`config.mk`:
```
export PLATFORM = sky130hd
export DESIGN_NAME = maze_read_arbiter
export DESIGN_NICKNAME = d
export VERILOG_FILES = /design/src/rtl/maze_read_arbiter.sv
export SDC_FILE = /design/constraint.sdc
export NUM_CORES = 1
export LEC_CHECK = 0
export BUFFER_PORTS_ARGS = -buffer_cell sky130_fd_sc_hd__buf_2
export CAP_MARGIN = 10
export CORE_MARGIN = 2
export CORE_UTILIZATION = 51
export DETAILED_ROUTE_END_ITERATION = 8
export PLACE_DENSITY = 0.81
export SLEW_MARGIN = 15
export SYNTH_ARGS = -nofsm -noshare
export SYNTH_HDL_FRONTEND = slang
export SYNTH_SLANG_ARGS = --single-unit
```
`constraint.sdc`:
```
create_clock -name clk -period 5.58 [get_ports clk]
set_input_delay 0.558 -clock clk [delete_from_list [all_inputs] [get_ports clk]]
set_output_delay 0.558 -clock clk [all_outputs]
set_load 0.02 [all_outputs]
```
`src/rtl/maze_read_arbiter.sv`:
```
// maze_read_arbiter
// Shares the single synchronous read port of the maze wall memory between
// the VGA renderer (fixed priority, starvation-guarded) and five game
// clients (pacman + four ghosts, served round-robin). Every grant returns
// its 5-bit wall word exactly two cycles later.
//
// Ports:
//   clk, rst                 clock, async active-high reset
//   vga_req/vga_index        VGA lookup request (level) and maze index
//   vga_grant                VGA accepted this cycle (combinational)
//   vga_valid/vga_data       result pulse and held result for VGA
//   req[4:0]/index[54:0]     client requests (0 = pacman, 1..4 = ghosts),
//                            index of client c at index[11*c +: 11]
//   grant[4:0]               one-hot client accept (combinational)
//   rvalid[4:0]/rdata[24:0]  per-client result pulse, held result of
//                            client c at rdata[5*c +: 5]
//   mem_addr/mem_rd          wall memory read port (combinational)
//   mem_data                 wall memory output, one cycle after address
module maze_read_arbiter #(
  parameter int STARVE_LIMIT = 8,
  parameter int DEPTH        = 1200
) (
  input  logic        clk,
  input  logic        rst,
  input  logic        vga_req,
  input  logic [10:0] vga_index,
  output logic        vga_grant,
  output logic        vga_valid,
  output logic [4:0]  vga_data,
  input  logic [4:0]  req,
  input  logic [54:0] index,
  output logic [4:0]  grant,
  output logic [4:0]  rvalid,
  output logic [24:0] rdata,
  output logic [10:0] mem_addr,
  output logic        mem_rd,
  input  logic [4:0]  mem_data
);

  localparam int SW = $clog2(STARVE_LIMIT + 1);
  localparam logic [SW-1:0] STARVE_MAX = SW'(STARVE_LIMIT);
  localparam logic [11:0]   DEPTH_W    = 12'(DEPTH);

  logic [SW-1:0] starve_q, starve_d;
  logic [2:0]    rr_q, rr_d;
  logic          s1_valid_q, s1_valid_d;
  logic          s1_vga_q, s1_vga_d;
  logic [2:0]    s1_owner_q, s1_owner_d;
  logic          s1_oor_q, s1_oor_d;
  logic [4:0]    rvalid_q, rvalid_d;
  logic [24:0]   rdata_q, rdata_d;
  logic          vga_valid_q, vga_valid_d;
  logic [4:0]    vga_data_q, vga_data_d;

  logic          any_req, starved, vga_win, cli_win, found, any_gnt, oor;
  logic [2:0]    sel;
  logic [3:0]    cand;
  logic [10:0]   gnt_idx;
  logic [4:0]    result;

  // Arbitration and memory request
  always_comb begin
    any_req = |req;
    // VGA yields for one cycle once it has starved pending clients long enough
    starved = any_req && (starve_q == STARVE_MAX);
    vga_win = !rst && vga_req && !starved;

    found = 1'b0;
    sel   = 3'd0;
    cand  = 4'd0;
    for (int k = 1; k <= 5; k++) begin
      cand = {1'b0, rr_q} + 4'(k);
      if (cand >= 4'd5) cand = cand - 4'd5;
      if (!found && req[cand]) begin
        found = 1'b1;
        sel   = cand[2:0];
      end
    end
    cli_win = !rst && !vga_win && found;

    vga_grant = vga_win;
    grant     = cli_win ? (5'b00001 << sel) : 5'b00000;
    any_gnt   = vga_win || cli_win;

    gnt_idx  = vga_win ? vga_index : index[int'(sel)*11 +: 11];
    oor      = ({1'b0, gnt_idx} >= DEPTH_W);
    mem_addr = any_gnt ? gnt_idx : 11'd0;
    mem_rd   = any_gnt && !oor;
  end

  // Starve counter, round-robin pointer and stage-1 tag
  always_comb begin
    starve_d = starve_q;
    if (vga_win && any_req) begin
      if (starve_q != STARVE_MAX) starve_d = starve_q + SW'(1);
    end else if (cli_win || !any_req) begin
      starve_d = '0;
    end

    rr_d = cli_win ? sel : rr_q;

    s1_valid_d = any_gnt;
    s1_vga_d   = vga_win;
    s1_owner_d = sel;
    s1_oor_d   = oor;
  end

  // Stage 2: route the memory word (or the all-walls word) to its owner
  always_comb begin
    result      = s1_oor_q ? 5'b11111 : mem_data;
    rvalid_d    = 5'b00000;
    rdata_d     = rdata_q;
    vga_valid_d = 1'b0;
    vga_data_d  = vga_data_q;
    if (s1_valid_q) begin
      if (s1_vga_q) begin
        vga_valid_d = 1'b1;
        vga_data_d  = result;
      end else begin
        rvalid_d[s1_owner_q]                 = 1'b1;
        rdata_d[int'(s1_owner_q)*5 +: 5]     = result;
      end
    end
  end

  always_ff @(posedge clk or posedge rst) begin
    if (rst) begin
      starve_q    <= '0;
      rr_q        <= 3'd4;
      s1_valid_q  <= 1'b0;
      s1_vga_q    <= 1'b0;
      s1_owner_q  <= 3'd0;
      s1_oor_q    <= 1'b0;
      rvalid_q    <= 5'b00000;
      rdata_q     <= 25'd0;
      vga_valid_q <= 1'b0;
      vga_data_q  <= 5'd0;
    end else begin
      starve_q    <= starve_d;
      rr_q        <= rr_d;
      s1_valid_q  <= s1_valid_d;
      s1_vga_q    <= s1_vga_d;
      s1_owner_q  <= s1_owner_d;
      s1_oor_q    <= s1_oor_d;
      rvalid_q    <= rvalid_d;
      rdata_q     <= rdata_d;
      vga_valid_q <= vga_valid_d;
      vga_data_q  <= vga_data_d;
    end
  end

  assign rvalid    = rvalid_q;
  assign rdata     = rdata_q;
  assign vga_valid = vga_valid_q;
  assign vga_data  = vga_data_q;

endmodule

```
* Yosys cells after proc, flatten, opt, wreduce, memory -nomap -nowiden
Index checks and enable logic that the tools add are counted.
** Operators by class
- Add/subtract/negate cells :: 12
- $mul :: 2
- Div/mod/pow operators :: 0
- Order comparisons :: 13
- Equality and inequality tests :: 3
- Shifts and indexed selects :: 4
- Mux-type cells :: 39
- Bitwise gates (word level) :: 1
- Reduce and logical (&&, ||, !) cells :: 28
** Operators with widths (number)
- $shiftx A55 B8 Y11 :: 1
- $neg A6 Y33 :: 1
- $shift A5 B33 Y25 const A :: 1
- $shiftx A5 B33 Y25 :: 1
- $mux W4 :: 8
- $bwmux W25 :: 1
- $mux W11 :: 2
- $ge A4 B3 Y1 const B :: 5
- $lt A4 B4 Y1 const B :: 5
- $mux W5 :: 4
- $sub A4 B3 Y4 const B :: 5
- $bmux W1 S3 :: 5
- $mux W3 :: 5
- $mux W1 :: 13
- $logic_and A1 B1 Y1 :: 12
- $ge A11 B11 Y1 const B :: 1
- $logic_not A1 Y1 :: 9
- $add A3 B2 Y4 const B :: 2
- $add A3 B3 Y4 const B :: 2
- $mul A3 B4 Y7 const B :: 1
- $mul A3 B3 Y6 const B :: 1
- $reduce_and A2 Y1 :: 3
- $reduce_or A5 Y1 :: 1
- $shl A1 B3 Y5 const A :: 1
- other kinds (11) :: 12
** Word-level totals
- Register bits :: 49
- Latch bits :: 0
- Bits in writable memories :: 0
- Memory bits (read-only) :: 0
- Bits of input ports :: 79
- Output and inout port bits :: 54
- Logic and storage cells :: 112
- Memories :: 0

* Depth between registers and ports, before layout
Gate-level depths: netlist of run 1.
- Word-level depth :: 24
- Mapped depth :: 19
- Gate-level depth less buffers :: 16

* Least setup slack after synthesis of run 1
Ideal clock, no wire load.
- Path kind :: register to output
- From :: register rr_q[0]
- To :: output mem_rd
- Data arrival time :: 4.405 ns
- Required time :: 5.022 ns
- Setup slack :: 0.617 ns
- Cell stages (with the launch flop) :: 18
- Path buffers :: 3
- Cell sequence :: dfrtp_1 inv_2 buf_2 ha_1 inv_1 fa_1 clkbuf_1 or4_1 a21oi_1 o32ai_1 or2_2 o31a_1 buf_6 mux2_4 a221oi_2 o32ai_1 a211o_1 a21oi_1
** On the way
- Word-level cells in the longest chain between the ends :: 24
- Elaborated cells on any way between the ends :: 56
- Those cells by class :: add/sub (10); mul (1); order compare (6); shift (1); mux (26); reduce/logical (12)
** Ends and longest elaborated chain
- from (decl) :: line 45 : logic [2:0] rr_q, rr_d;
- from (signal assigned) :: line 140 : rr_q <= rr_d;
- $add A3 B1 Y4 :: line 72 : cand = {1'b0, rr_q} + 4'(k);
- $sub A4 B3 Y4 / $ge A4 B3 Y1 (equally long branches) :: line 73 : if (cand >= 4'd5) cand = cand - 4'd5;
- $mux W4 :: line 73
- $bmux W1 S3 :: line 74 : if (!found && req[cand]) begin
- $mux W1 (implied by the code) :: line 74
- $mux W1 :: line 74
- $logic_not A1 Y1 :: line 74
- $logic_and A1 B1 Y1 :: line 74
- [8 not listed]
- $logic_and A1 B1 Y1 :: line 74
- $mux W3 :: line 74
- $mul A3 B4 Y7 :: line 85 : gnt_idx = vga_win ? vga_index : index[int'(sel)*11 +: 11];
- $shiftx A55 B8 Y11 :: line 85
- $mux W11 :: line 85
- $ge A11 B11 Y1 :: line 86 : oor = ({1'b0, gnt_idx} >= DEPTH_W);
- $logic_not A1 Y1 :: line 88 : mem_rd = any_gnt && !oor;
- $logic_and A1 B1 Y1 * :: line 88
- to (decl) :: line 36 : output logic mem_rd,
Mark *: on every way between the ends. The rest lies on a longest branch, timed or not. The select of a mux whose other input is x is not followed.

* Final worst setup path of run 1
Ends and elaborated chain as after synthesis.

==> summary.md, run 1 <==
| Metric | Value |
|---|---|
| Main combinational cell family by area after synthesis | compound AO/OA/AOI/OAI gates |
| Die Y-Extent | 90.0 microns |
| Placed Cells | 657 |
| DRT Pass-1 Iters | 5 |
| RSZ-0062 raised after global routing | no |
| Initial Util | 52.3% |
| Ports | 133 |
| Fin. max-slew vios | 0 |
| Post-synthesis compound-gate area fraction | 25.8% |
| CP arrival | 4.81 ns |
| Fraction of registers with async set/reset | 100% |
| Sequential area share after synthesis | 32.6% |
| Synth area leaders | dfrtp_1, mux2i_1, nand2_1, ha_1, o21ai_0 |
| Post-synth top area share | 31.9% |
| Antenna diode count | 0 |
| Die Wd | 90.0 microns |
| Ys Warns | 0 |
| Maximum clock path buffer count | 2 |
| Worst-Skew Late Latency | 0.31 ns |
| Critical path class | reg -> out |
| H-tree levels | 2 |
| Post-route ant nets | 0 |
| Relative slew margins | 59.4% |
| #FFs+latches synth | 49 |
| Global route overflow | 0 |
| First-pass GRT wire length | 17.3 mm |
| Layout cell share with drive strength beyond 1 | 32.0% |
| TritonCTS buffer count | 5 |
| Antenna violations before repair | 0 |
| Worst slew pin tran | 0.609 ns |
| EDFF count, synth | 0 |
| Worst EP required | 5.02 ns |
| Area grow syn2layout | 24.8% |
| Tot GR Track Use | 25.6% |
| Tcrit/Tclk final | 96.3% |
| F_max | 186 MHz |
| Count leader, synth | nand2_1 |
| Hold Fails Final Rpt | 0 |
| Number of global-route vias before repair | 3649 |
| Post-synth cell types | 77 |
| Row Count | 31 |
| Via-per-instance ratio | 5.77 |
| Drt wl/cell | 15.6 microns |
| Core Region | 0.00721 sq mm |
| Final worst setup slack | 0.209 ns |
| Dpl ws | 0.233 ns |
| Sequential Area | 0.00123 sq mm |
| Root Driver | clkbuf_8 |
| Mapped Area | 0.00377 sq mm |
| Area leader, netlist | dfrtp_1 |
| Post-synthesis mux area share | 7.70% |
| Placed wire-length estimate | 7.99 mm |
| Clk slew on worst S/H paths | 0.10 ns |
| Multi-input logic area | 0.00241 sq mm |
| # port buffers | 132 |
| Pin count of the biggest net entering global routing | 51 |
| Adder-Cell Fraction of Synth Area | 5.51% |
| Final setup fails | 0 |
| Drt drc | 0 |
| Synth Instances | 442 |
| Mapped Nets | 537 |
| Post-Synth XOR/XNOR Area | 1.63% |
| Ys flop type | dfrtp_1 |
| Avg Inst Size Synth | 8.53 sq um |
| Status | finished clean |
| Filler cells | 624 |
| Final net count | 666 |
| Non-Filler Instances | 671 |
| Min Tclk post-route | 5.37 ns |
| Simple-gate share of the synthesized area | 22.2% |
| Global placement routability congestion | 0.893 |
| Max_cap viols | 0 |
| Crit. End Element | primary output |
| Die area | 0.00810 sq mm |
| TritonCTS clock tree | yes |
| Critical path fanouts, max | 14 |
| Synth top cells by count | nand2_1, dfrtp_1, nor2_1 |
| Drt initial violations | 287 |
| Cts hold-fix bufs | 0 |
| Setup TNS | 0 ns |
| Post-Route WL | 10.5 mm |
| CP Launch Type | register |
| Total number of vias | 3871 |
| Final Skew | 0.0148 ns |
| CTS Sinks | 49 |
| Hold Crit Class | in -> async |
stage by stage:
| step | hold WS, ns | utilization [%] | area [sq um] |
|---|---|---|---|
| final | 0.445 | 65.2 | 4710 |
| after global routing | 0.500 | 65.2 | 4710 |
| after CTS | 0.464 | 64.0 | 4620 |
| after detailed placement | 0.464 | 62.3 | 4490 |
| after global placement | 0.456 | 62.3 | 4490 |
| after floorplan | 0.480 | - | 3770 |
state kept, by name (all words and copies together), names as in the netlist:
name,cells
rdata,25
rvalid,5
vga_data,5
starve_q,4
rr_q,3
s1_owner_q,3
s1_oor_q,1
s1_valid_q,1
s1_vga_q,1
vga_valid,1
timing repair:
item                       4_1_cts  5_1_grt
setup endpoints to repair        1       10
hold endpoints to repair         0        0
pin swaps                        0        1
resized for setup                2       10
setup buffers                    0        6
layout by cell type (no fill, tap or decap), types with 8 or more instances in the layout:
cell type | Yosys | routed
dfrtp_1 | 48 | 47
inv_1 | 17 | 15
and2_1 | 8 | 8
o21ai_0 | 31 | 31
nand2b_1 | 8 | 8
ha_1 | 15 | 13
mux2i_1 | 23 | 23
nor2b_1 | 13 | 13
a21oi_1 | 18 | 18
buf_4 | 1 | 10
nand2_1 | 58 | 58
o31ai_1 | 13 | 13
buf_2 | 7 | 132
nor2_1 | 38 | 38
final cells by class:
| class | count | area share, % |
|---|---|---|
| well taps | 99 | 2.63 |
| multi-input cells | 352 | 51.2 |
| clock buffers | 6 | 1.75 |
| clock inverters | 2 | 0.798 |
| repair buffers | 143 | 15.9 |
| inverters | 20 | 1.68 |
| flip-flops and latches | 49 | 26.1 |
worst paths after layout:
| check | startpoint | end | slack [ns] | cells past startpoint |
|---|---|---|---|---|
| worst max-delay path | rr_q[0] | mem_rd | 0.21 | 15 |
| worst min-delay path | rst | starve_q[2] | 0.44 | 3 |
| worst max register to register | rr_q[0] | s1_oor_q | 1.12 | 14 |
| worst min register to register | rdata[11] | rdata[11] | 0.48 | 2 |
| max in group asynchronous | rst | rr_q[1] | 4.69 | 3 |
| min in group clk | rdata[11] | rdata[11] | 0.48 | 2 |
critical path: stages, from the launching register on:
cell and delay (ns):
dfrtp_1 0.39, inv_2 0.26, ha_1 0.22, inv_1 0.05, fa_1 0.49, or4_1 0.53, a21oi_1 0.20, o32ai_1 0.16
or2_2 0.36, o31a_1 0.37, mux2_4 0.32, a221oi_2 0.35, o32ai_1 0.15, a211o_1 0.32, a21oi_1 0.14, buf_2 0.18
metal layers:
layer / part of all wire [%] / vias up / track usage (%)
met2: 48 / 180 / 44.1
met4: 1.6 / 0 / 5.51
met5: 0 / - / 0
met3: 6.9 / 22 / 3.52
met1: 43 / 1789 / 34.6
li1: - / 1880 / -
cells by family after synthesis:
kind of cell    after synthesis
flops                        49
buf+inv                      41
compound gates              132
mux                          28
fa+ha+maj                    16
xor+xnor                      7
simple gates                169
Power of run 1 is left out: the tool's default activity adds up to more than one toggle a clock period on the data nets, which glitch-free logic cannot reach.
==> run 2: changes to the inputs <==
==> constraint.sdc (replaced) <==
create_clock -name clk -period 5.58 [get_ports clk]
set_input_delay 1.116 -clock clk [delete_from_list [all_inputs] [get_ports clk]]
set_output_delay 1.116 -clock clk [all_outputs]
set_load 0.02 [all_outputs]
==> run 2 against run 1 <==
Compared with the run above: clock-buffer cell count is 1 lower; wire length is 10% higher; clock skew is 0.010 ns lower; critical path depth stayed put; worst setup slack worse by 0.13 ns; hold slack better by 0.032 ns; via count is 5.5% higher.
==> summary.md, run 2 (same netlist as run 1, synthesis figures left out) <==
| Metric | Value |
|---|---|
| Status | finished clean |
| Drt wl/cell | 16.5 microns (+5.7%) |
| F_max | 182 MHz (-2.4%) |
| Post-DP Area | 0.00464 sq mm (+3.2%) |
| Post-Route WL | 11.6 mm (+10%) |
| Placed wire-length estimate | 8.60 mm (+7.6%) |
| Worst R2R Start | rr_q[1] |
| Hold Fails Final Rpt | 0 (unchanged) |
| Hold wc startpoint | rdata[19] |
| Tcrit/Tclk final | 98.7% (+2.4 points) |
| Root Driver | clkbuf_8 |
| Critical path fanouts, max | 10 (-4) |
| Crit. End Element | primary output |
| Via-per-instance ratio | 5.83 (+1.0%) |
| Worst slew pin tran | 0.625 ns (+0.0154 ns) |
| DRT Pass-1 Iters | 7 (+2) |
| Commonest non-fill, non-tap cell in the layout | buf_2 |
| Die Wd | 90.0 microns (unchanged) |
| Slowest Stage Delay on Critical Path | 0.48 ns (-0.05 ns) |
| Fin. max-slew vios | 0 (unchanged) |
| WP buf/inv | 3 (unchanged) |
| Final net count | 696 (+4.5%) |
| Core Region | 0.00721 sq mm (unchanged) |
| CP Launch Type | register |
| Area grow syn2layout | 37.7% |
| Final setup fails | 0 (unchanged) |
| Commonest cells after routing, fill and taps aside | buf_2, nand2_1, dfrtp_1 |
| Ports | 133 (unchanged) |
| Global placement routability congestion | 0.920 (+3.0%) |
| Filler cells | 578 (-7.4%) |
| Die area | 0.00810 sq mm (unchanged) |
| Initial Util | 52.3% (unchanged) |
| Worst-Skew Late Latency | 0.30 ns (about the same) |
| Critical Path, Cell by Cell | buf_6 > ha_1 > buf_4 > and2b_2 > mux2i_2 > mux2_2 > a311oi_2 > o311a_1 > o31a_1 > mux2_4 > a221oi_4 > o32ai_2 > a211o_1 > a21oi_2 > buf_4 |
| Row Count | 31 (unchanged) |
| Drt drc | 0 (unchanged) |
| Reg-to-Reg End | s1_oor_q |
| # port buffers | 132 (unchanged) |
| Critical path class | reg -> out |
| CP arrival | 4.39 ns (-0.42 ns) |
| Worst path most repeated cell | buf_4 |
| Pin count of the biggest net entering global routing | 51 (unchanged) |
| Total number of vias | 4085 (+5.5%) |
| CTS Sinks | 49 (unchanged) |
| Hold Crit Class | reg -> reg |
| Worst EP required | 4.46 ns (-0.56 ns) |
| Final Skew | 0.00481 ns (-0.00997 ns) |
| Slowest cell on the critical path | dfrtp_2 |
| Number of global-route vias before repair | 3900 (+6.9%) |
| Relative slew margins | 58.4% (-1.0 points) |
| Die Y-Extent | 90.0 microns (unchanged) |
| CP delay by family, top | compound AO/OA/AOI/OAI gates |
| Max_cap viols | 0 (unchanged) |
| Stages on worst setup path | 15 (unchanged) |
| First-pass GRT wire length | 18.4 mm (+6.4%) |
| Max reg flops | 25 (unchanged) |
| Final instance area | 0.00519 sq mm (+10%) |
| Antenna violations before repair | 0 (unchanged) |
| TritonCTS clock tree | yes |
| Min Tclk post-route | 5.51 ns (+0.134 ns) |
| Layout cell share with drive strength beyond 1 | 39.4% (+7.4 points) |
| Worst hold path depth | 2 |
| Drt initial violations | 222 (-23%) |
| Cts hold-fix bufs | 0 (unchanged) |
| Global route overflow | 0 (unchanged) |
| End of the worst hold path | rdata[19] |
| Maximum clock path buffer count | 2 (unchanged) |
| Flop2flop setup slack | 1.40 ns (+0.28 ns) |
| Hold slack | 0.477 ns (+0.0319 ns) |
| Final core utilization | 71.9% (+6.7 points) |
| Post-route ant nets | 0 (unchanged) |
| Cells on worst reg2reg path | 15 (+1) |
| Antenna diode count | 0 (unchanged) |
| Tot GR Track Use | 27.5% (+1.8 points) |
| TritonCTS buffer count | 5 (unchanged) |
| Clk slew on worst S/H paths | 0.09 ns (about the same) |
| H-tree levels | 2 (unchanged) |
## run 2: cell types whose count changed in the layout (fill, tap and decap cells not counted), sizes merged
cell	delta
buf	+29
clkinv	+1
clkinvlp	-2
inv	+2
## run 2: area by class of cell
class                      count  area [sq um]  area share (%)
clock buffer                   5          68.8            1.33
clock inverter                 3          43.8           0.844
inverter                      20          77.6            1.49
multi-input combinational    352          2610            50.4
sequential                    49          1230            23.7
tap                           99           124            2.39
timing repair buffer         173          1030            19.9
## run 2: repair_timing
action                     4_1_cts  5_1_grt
gates cloned                     0        1
setup buffers                    3       14
pin swaps                        4       16
resized for setup               20       41
setup endpoints to repair        1        3
## run 2: worst max path at each step
stage / startpoint / end
floorplan: rr_q[0] / mem_rd
global placement: req[3] / mem_rd
detailed placement: req[2] / mem_rd
CTS: rr_q[2] / mem_rd
global route: rr_q[0] / mem_rd
finish: rr_q[1] / mem_rd
## run 2: tightest hold or removal path, cell delays in order (launching register included)
cell	delay [ns]
dfrtp_1	0.35
nand2_1	0.05
o31ai_1	0.05
## run 2: metal layers
layer	share of wire [%]	global-route usage [%]
met2	50	48.7
met4	1.9	9.74
met1	41	33.8
met5	0	0
met3	6.4	4.44
## run 2: through the flow
step,setup TNS (ns),std cells,setup WS [ns]
2_1_floorplan,0,442,0.0586
3_5_place_dp,0,676,0.0161
6_report,0,701,0.0749
4_1_cts,0,687,0.00706
5_1_grt,-0.0622,701,-0.0622
3_3_place_gp,0,676,0.0208
Power of run 2 is left out for the same reason.
==> run 3: changes to the inputs <==
--- a/config.mk
+++ b/config.mk
@@ -7,6 +7,7 @@
 export LEC_CHECK = 0
 export BUFFER_PORTS_ARGS = -buffer_cell sky130_fd_sc_hd__buf_2
 export CAP_MARGIN = 10
+export CORE_ASPECT_RATIO = 1.75
 export CORE_MARGIN = 2
 export CORE_UTILIZATION = 51
 export DETAILED_ROUTE_END_ITERATION = 8
==> run 3 against run 2 <==
Compared with the run above: core utilization decreased by 1.8 points; global-route usage increased by 3.9 points; register-to-register slack better by 0.14 ns; critical path type unchanged.
==> summary.md, run 3 (same netlist as run 1, synthesis figures left out) <==
| Metric | Value |
|---|---|
| Status | finished clean |
| Initial Util | 52.5% (+0.24 points) |
| Final Skew | 0.00691 ns (+0.00210 ns) |
| Root Driver | clkbuf_16 |
| Number of global-route vias before repair | 4084 (+4.7%) |
| Worst R2R Start | rr_q[2] |
| Layout cell share with drive strength beyond 1 | 37.2% (-2.1 points) |
| Row Count | 41 (+32%) |
| Die area | 0.00812 sq mm (+0.33%) |
| Antenna diode count | 0 (unchanged) |
| First-pass GRT wire length | 19.6 mm (+6.3%) |
| DRT Pass-1 Iters | 7 (unchanged) |
| Max reg flops | 25 (unchanged) |
| Cells on worst reg2reg path | 13 (-2) |
| Hold Fails Final Rpt | 0 (unchanged) |
| Ports | 133 (unchanged) |
| Hold slack | 0.479 ns (+0.00276 ns) |
| Global routing's busiest layer | met2 |
| Core Region | 0.00718 sq mm (-0.45%) |
| Post-route ant nets | 0 (unchanged) |
| Reg-to-Reg End | s1_oor_q |
| Met3 GRT Util | 3.35% (-1.1 points) |
| Crit. End Element | primary output |
| CTS Sinks | 49 (unchanged) |
| # port buffers | 132 (unchanged) |
| Area grow syn2layout | 33.7% |
| Die Y-Extent | 118 microns (+31%) |
| Non-Filler Instances | 682 (-2.7%) |
| Post-Route WL | 12.9 mm (+12%) |
| Met1 Use GR | 34.0% (+0.23 points) |
| Critical path fanouts, max | 7 (-3) |
| Total number of vias | 4169 (+2.1%) |
| Drt initial violations | 411 (+85%) |
| Min Tclk post-route | 5.45 ns (-0.0552 ns) |
| Cts hold-fix bufs | 0 (unchanged) |
| Global placement routability congestion | 1.01 (+10%) |
| Placed Cells | 668 (-1.2%) |
| Drt wl/cell | 18.9 microns (+15%) |
| Hold Crit Class | reg -> reg |
| Worst-Skew Late Latency | 0.29 ns (about the same) |
| Max_cap viols | 0 (unchanged) |
| Pin count of the biggest net entering global routing | 50 (-2.0%) |
| End of the worst hold path | rdata[23] |
| Final worst setup slack | 0.130 ns (+0.0552 ns) |
| Flop2flop setup slack | 1.54 ns (+0.14 ns) |
| Die Wd | 69.0 microns (-23%) |
| Placed wire-length estimate | 9.89 mm (+15%) |
| Antenna violations before repair | 0 (unchanged) |
| Final net count | 690 (-0.86%) |
| Maximum clock path buffer count | 2 (unchanged) |
| Clk slew on worst S/H paths | 0.06 ns (-0.03 ns) |
| Hold wc startpoint | rdata[23] |
| Dpl ws | 0.137 ns (+0.120 ns) |
| Final instance area | 0.00504 sq mm (-2.9%) |
| Post-DP Area | 0.00466 sq mm (+0.46%) |
| Tcrit/Tclk final | 97.7% (-0.99 points) |
| Fin. max-slew vios | 0 (unchanged) |
| TritonCTS buffer count | 5 (unchanged) |
| Drt drc | 0 (unchanged) |
| H-tree levels | 2 (unchanged) |
| M2 GR Usage | 54.1% (+5.4 points) |
| Worst EP required | 4.46 ns (about the same) |
| Relative slew margins | 59.6% (+1.2 points) |
| Commonest non-fill, non-tap cell in the layout | buf_2 |
| TritonCTS clock tree | yes |
| Worst slew pin tran | 0.606 ns (-0.0184 ns) |
| Via-per-instance ratio | 6.11 (+4.9%) |
| Final setup fails | 0 (unchanged) |
| CP arrival | 4.33 ns (-0.06 ns) |
| Worst hold path depth | 2 (unchanged) |
| Global route overflow | 0 (unchanged) |
| Tot GR Track Use | 31.4% (+3.9 points) |
| Commonest cells after routing, fill and taps aside | buf_2, nand2_1, dfrtp_1 |
| CP Launch Type | register |
| Critical path class | reg -> out |
| F_max | 183 MHz (+1.0%) |
==> run 3: cell types whose count changed in the layout (fill, tap and decap cells not counted), moves of 2 or more <==
cell / previous run / this run
a2111oi_4: 2 / 0
a21oi_2: 2 / 4
a21oi_4: 2 / 0
a221oi_2: 2 / 0
buf_12: 3 / 1
buf_4: 36 / 34
clkbuf_16: 1 / 5
clkbuf_8: 5 / 1
==> run 3: layout make-up <==
type / count / area, sq um
repair buffers: 167 / 942
inverters: 20 / 75.1
clock inverters: 2 / 37.5
fillers: 600 / 2140
multi-input cells: 352 / 2510
flip-flops and latches: 49 / 1230
well taps: 86 / 108
clock buffers: 6 / 139
==> run 3: timing repair <==
item,in CTS,in global routing
buffers inserted,0,6
gates resized for setup,7,28
endpoints found under the setup margin,1,1
pin swaps,0,10
==> run 3: stage by stage <==
stage | setup TNS, ns | util (%)
final | 0 | 70.2
after detailed placement | 0 | 64.8
after global routing | -0.00845 | 70.2
after global placement | 0 | 64.8
after floorplan | 0 | -
after CTS | 0 | 67.7
==> run 3: worst max path at each step <==
stage                         to  depth (start not counted)  startpoint
after global placement    mem_rd                         12      req[1]
final                     mem_rd                         14     rr_q[2]
after CTS                 mem_rd                         14     rr_q[2]
after floorplan           mem_rd                         17     rr_q[0]
after detailed placement  mem_rd                         12      req[1]
after global routing      mem_rd                         16     rr_q[2]
==> run 3: worst max-delay path, stage by stage, from the launching register on <==
cell and delay (ns):
dfstp_2 0.63, inv_1 0.12, ha_1 0.23, or3b_2 0.50, a221oi_4 0.36, a2111oi_2 0.11
a311oi_2 0.24, o311a_1 0.19, o31a_1 0.30, mux2_2 0.40, a221oi_4 0.26, o32ai_2 0.12
a211o_1 0.30, a21oi_2 0.14, buf_4 0.15
==> run 3: per-layer routing <==
| layer | vias to the layer above | wire [microns] |
|---|---|---|
| met1 | 1988 | 4590 |
| met5 | - | 0 |
| li1 | 1933 | - |
| met2 | 194 | 6820 |
| met3 | 54 | 632 |
| met4 | 0 | 849 |
Power of run 3 is left out for the same reason.
